$ cat config.mk
export PLATFORM = sky130hd
export DESIGN_NAME = calc_input_ctrl
export DESIGN_NICKNAME = d
export VERILOG_FILES = /design/src/rtl/calc_input_ctrl.sv
export SDC_FILE = /design/constraint.sdc
export NUM_CORES = 1
export LEC_CHECK = 0
export ABC_AREA = 1
export CAP_MARGIN = 20
export CORE_ASPECT_RATIO = 0.8
export CORE_UTILIZATION = 25
export DETAILED_ROUTE_END_ITERATION = 12
export PLACE_DENSITY = 0.52
export SLEW_MARGIN = 20
export SYNTH_ARGS = -nofsm -noshare
export SYNTH_HDL_FRONTEND = slang
export SYNTH_SLANG_ARGS = --single-unit
$ cat constraint.sdc
create_clock -name clk -period 1.3 [get_ports clk]
set_input_delay 0.26 -clock clk [delete_from_list [all_inputs] [get_ports clk]]
set_output_delay 0.26 -clock clk [all_outputs]
set_load 0.02 [all_outputs]
$ cat src/rtl/calc_input_ctrl.sv
// Input controller for a 4-bit calculator: debounces two push-buttons and
// walks a small entry FSM that latches operand A, operand B and the opcode
// from the slide switches. All outputs come straight from flops.
module calc_input_ctrl #(
    parameter int unsigned DEBOUNCE_CYCLES = 16
) (
    input  logic       clk,
    input  logic       rst_n,
    input  logic [3:0] sw,
    input  logic       btn_next,
    input  logic       btn_clear,
    output logic [3:0] a,
    output logic [3:0] b,
    output logic [2:0] op,
    output logic       valid,
    output logic       err,
    output logic [1:0] stage
);

    // Counter only needs to reach DEBOUNCE_CYCLES-1 before the level flips.
    localparam int unsigned CntW = (DEBOUNCE_CYCLES > 1) ? $clog2(DEBOUNCE_CYCLES) : 1;
    localparam logic [CntW-1:0] CntMax = CntW'(DEBOUNCE_CYCLES - 1);

    typedef enum logic [1:0] {
        StEnterA  = 2'd0,
        StEnterB  = 2'd1,
        StEnterOp = 2'd2,
        StReady   = 2'd3
    } state_e;

    // Bit 0 is btn_next, bit 1 is btn_clear throughout.
    logic [1:0]           run_q, run_d;
    logic [1:0]           btn_s1_q, btn_s1_d, btn_s2_q, btn_s2_d;
    logic [3:0]           sw_s1_q, sw_s1_d, sw_s2_q, sw_s2_d;
    logic [1:0]           lvl_q, lvl_d;
    logic [1:0][CntW-1:0] cnt_q, cnt_d;
    logic [1:0]           press_q, press_d;
    state_e               state_q, state_d;
    logic [3:0]           a_q, a_d, b_q, b_d;
    logic [2:0]           op_q, op_d;
    logic                 valid_q, valid_d;
    logic                 err_q, err_d;

    // Reset release is synchronized: logic only starts once run_q[1] is set,
    // while assertion still clears everything asynchronously.
    always_comb begin
        run_d    = {run_q[0], 1'b1};
        btn_s1_d = {btn_clear, btn_next};
        btn_s2_d = btn_s1_q;
        sw_s1_d  = sw;
        sw_s2_d  = sw_s1_q;
    end

    // Debounce: a level moves only after DEBOUNCE_CYCLES disagreeing samples in a row.
    always_comb begin
        lvl_d   = lvl_q;
        cnt_d   = cnt_q;
        press_d = 2'b00;
        for (int i = 0; i < 2; i++) begin
            if (run_q[1]) begin
                if (btn_s2_q[i] != lvl_q[i]) begin
                    if (cnt_q[i] == CntMax) begin
                        lvl_d[i]   = btn_s2_q[i];
                        cnt_d[i]   = '0;
                        press_d[i] = btn_s2_q[i];
                    end else begin
                        cnt_d[i] = cnt_q[i] + CntW'(1);
                    end
                end else begin
                    cnt_d[i] = '0;
                end
            end
        end
    end

    // Entry FSM: clear has priority over next; opcode 3 with b==0 is rejected.
    always_comb begin
        state_d = state_q;
        a_d     = a_q;
        b_d     = b_q;
        op_d    = op_q;
        err_d   = 1'b0;
        if (press_q[1]) begin
            a_d     = 4'd0;
            b_d     = 4'd0;
            op_d    = 3'd0;
            state_d = StEnterA;
        end else if (press_q[0]) begin
            case (state_q)
                StEnterA: begin
                    a_d     = sw_s2_q;
                    state_d = StEnterB;
                end
                StEnterB: begin
                    b_d     = sw_s2_q;
                    state_d = StEnterOp;
                end
                StEnterOp: begin
                    if (sw_s2_q[2:0] == 3'd3 && b_q == 4'd0) begin
                        err_d = 1'b1;
                    end else begin
                        op_d    = sw_s2_q[2:0];
                        state_d = StReady;
                    end
                end
                default: state_d = StEnterA;
            endcase
        end
        valid_d = (state_d == StReady);
    end

    // All state, asynchronously cleared by rst_n.
    always_ff @(posedge clk or negedge rst_n) begin
        if (!rst_n) begin
            run_q    <= 2'b00;
            btn_s1_q <= 2'b00;
            btn_s2_q <= 2'b00;
            sw_s1_q  <= 4'd0;
            sw_s2_q  <= 4'd0;
            lvl_q    <= 2'b00;
            cnt_q    <= '0;
            press_q  <= 2'b00;
            state_q  <= StEnterA;
            a_q      <= 4'd0;
            b_q      <= 4'd0;
            op_q     <= 3'd0;
            valid_q  <= 1'b0;
            err_q    <= 1'b0;
        end else begin
            run_q    <= run_d;
            btn_s1_q <= btn_s1_d;
            btn_s2_q <= btn_s2_d;
            sw_s1_q  <= sw_s1_d;
            sw_s2_q  <= sw_s2_d;
            lvl_q    <= lvl_d;
            cnt_q    <= cnt_d;
            press_q  <= press_d;
            state_q  <= state_d;
            a_q      <= a_d;
            b_q      <= b_d;
            op_q     <= op_d;
            valid_q  <= valid_d;
            err_q    <= err_d;
        end
    end

    assign a     = a_q;
    assign b     = b_q;
    assign op    = op_q;
    assign valid = valid_q;
    assign err   = err_q;
    assign stage = state_q;

endmodule

==> flow_summary.ini <==
[finish]
n_antenna_cell = 0
post-route-util = 0.339
finalNonFillerCells = 278
layout.nets = 208
area_growth_pct = 30.9
stdcell_area_um2 = 2160
drive_gt1_frac = 0.211

[power]
clockPowerShare = 0.338
power_leakage_nw = 1.10
p_sw_frac = 0.218
switchingPower_mw = 0.486
peakVddDrop_mv = 0.623
cellPowerDensity_nw_per_um2 = 1030
power.internal_mw = 1.74
combPwrFrac = 0.057
fin_total_pwr_mw = 2.23
power_frac_seq = 0.605

[placement]
dp_cells = 269
io_buffers = 22
hpwl_mm = 2.08
place_area_um2 = 2040
gp_congestion = 0.718

[worst_setup_path]
crit_type = register to register
critical-path-max-stage-delay_ns = 0.45
r2r_end = a[0]
cp-end-kind = register
path_delay_family = flip-flops
critical_path_arrival_ns = 1.51
critPathMaxFanout = 4
critPathBufInv = 2
timing.rr.start = stage[0]
cp_cell_sequence = inv_4 > ha_4 > inv_2 > o21ai_4 > mux2_2
required_ns = 1.47
rrSetupSlack_ns = -0.04
rr_worst_depth = 5
cp_slowest_cell = dfrtp_2
startpoint_type = register

[clock_network]
cts_tree = built
ctsLongestPathBuffers = 2
cts_made_buffers = 5
clock_sinks = 41
path_clk_slew_ns = 0.07
clock_latency_ns = 0.28
cts_htree_levels = 2
clockRootBuffer = clkbuf_8

[grt]
grt_pass1_vias = 1090
grt_overflow = 0
antenna_found_initial = 0
grt_pass1_wl_mm = 4.93
grtUsageTotal = 0.0924
grt_max_degree = 42

[worst_hold_path]
hold_path_class = register to register
hold_depth = 0
hold_end = run_q[1]
min-delay-start = run_q[0]

[synth]
ys_ff_latch = 41
muxShareOfSynthArea = 0.0341
ys_warn_count = 0
ys.flop_type = dfrtp_1
synth_top_cell_area_share = 0.622
synthesis.instances = 158
synthAdderAreaFrac = 0.0455
netlist_area_um2 = 1650
yosys.area_share.simple = 0.150
synthTopCellsByCount = 41 x dfrtp_1, 33 x nand2_1, 21 x inv_1
synth.area.top_cells = dfrtp_1 62%, nand2_1 7.5%, inv_1 4.8%
synth_edf_count = 0
synth_top_family_by_area = simple AND/OR/NAND/NOR gates
async_flop_share = 1.00
synth_nets = 172
yosysUniqueCellTypes = 21
synth_most_common_cell = dfrtp_1
synth.largest_area_cell = dfrtp_1
seq_area_frac_synth = 0.622
syn_avg_cell_area_um2 = 10.4
synth-compound-area-share = 0.0629
synthXorXnorAreaFrac = 0.0212

[drt]
drc = 0
wl_mm = 2.84
post_drt_via_cell_ratio = 4.00
vias = 1113
avgRoutedWirePerCell_um = 10.2
ant_nets = 0
first_iter_violations = 36
first_pass_iters = 4

[sta]
timing.final.ws_setup_ns = -0.0409
setup_viol = 5
fin_skew_ns = 0.00613
period_needed_ns = 1.34
rsz0062_at_grt = yes
tns_ns = -0.142
period_share = 1.03
max_freq_ghz = 0.746
final-max-slew-violation-count = 0
final-hold-violation-count = 0

[outcome]
violations = negative setup slack
status = finished, violations left

[floorplan]
die-area_um2 = 6930
die_h_um = 74.7
pin_count = 23
core_area_um2 = 6380
die_w_um = 92.8
rows = 26
start_util = 0.259

[job]
drv_cap = 0
worst max-delay path by stage:
stage	to	startpoint	depth (start not counted)
finish	a[0]	stage[0]	5
global route	a[2]	stage[0]	5
CTS	a[0]	stage[0]	5
detailed placement	a[0]	stage[0]	5
global placement	a[0]	stage[0]	5
floorplan	a[0]	stage[0]	5
registers in the layout, summed over array words and instances (netlist names), 2 cells and up:
register  cells
btn_s2_q      2
b             4
run_q         2
sw_s1_q       4
a             4
press_q       2
sw_s2_q       4
btn_s1_q      2
lvl_q         2
op            3
stage         2
cnt_q         8
area by class of cell:
| cell class | count | area (µm²) |
|---|---|---|
| Timing Repair Buffer | 30 | 274 |
| Clock buffer | 6 | 72.6 |
| Tap cell | 84 | 105 |
| Clock inverter | 1 | 5.00 |
| Fill cell | 690 | 4220 |
| Sequential cell | 41 | 1030 |
| Multi-Input combinational cell | 93 | 582 |
| Inverter | 23 | 93.8 |
placed cells by master (no fill, tap or decap), drive strengths merged, types with 5 or more instances in the layout:
master         count
nor2              15
ha                 6
dfrtp             41
clkdlybuf4s50      6
mux2               5
o21ai             10
buf                8
nand2             33
nand3             10
clkbuf             7
inv               23
dlygate4sd2       12
layer usage:
| layer | track usage | routed length, µm |
|---|---|---|
| met5 | 0 | 0 |
| met4 | 0.0256 | 10 |
| met3 | 0.0303 | 125 |
| met1 | 0.125 | 1440 |
| met2 | 0.144 | 1260 |
through the flow:
| stage | setup WS [ns] | hold slack [ns] |
|---|---|---|
| 5_1_grt | -0.0930 | 0.354 |
| 4_1_cts | -0.0383 | 0.352 |
| 6_report | -0.0409 | 0.350 |
| 3_5_place_dp | -0.0303 | 0.250 |
| 3_3_place_gp | -0.00748 | 0.264 |
| 2_1_floorplan | -0.0473 | -0.0356 |
what timing repair did:
action | CTS | global route
hold buffers | 1 | 0
setup endpoints to repair | 22 | 14
pin swaps | 0 | 6
gates resized for setup | 16 | 18
endpoints found under the hold margin | 41 | 0
buffers inserted | 1 | 1
cells by family after synthesis:
group / Yosys count
flops: 41
mux: 5
simple gates: 61
other cells: 1
compound gates: 16
fa+ha+maj: 6
buf+inv: 24
xor+xnor: 4
power by group through the flow:
stage,Combinational (mW),Sequential (mW),Clock (mW)
2_1_floorplan,0.0593,1.37,0
3_3_place_gp,0.124,1.37,0
3_5_place_dp,0.127,1.37,0
4_1_cts,0.129,1.35,0.794
5_1_grt,0.145,1.35,0.840
6_report,0.127,1.35,0.753
(Power assumes the default switching activity.)
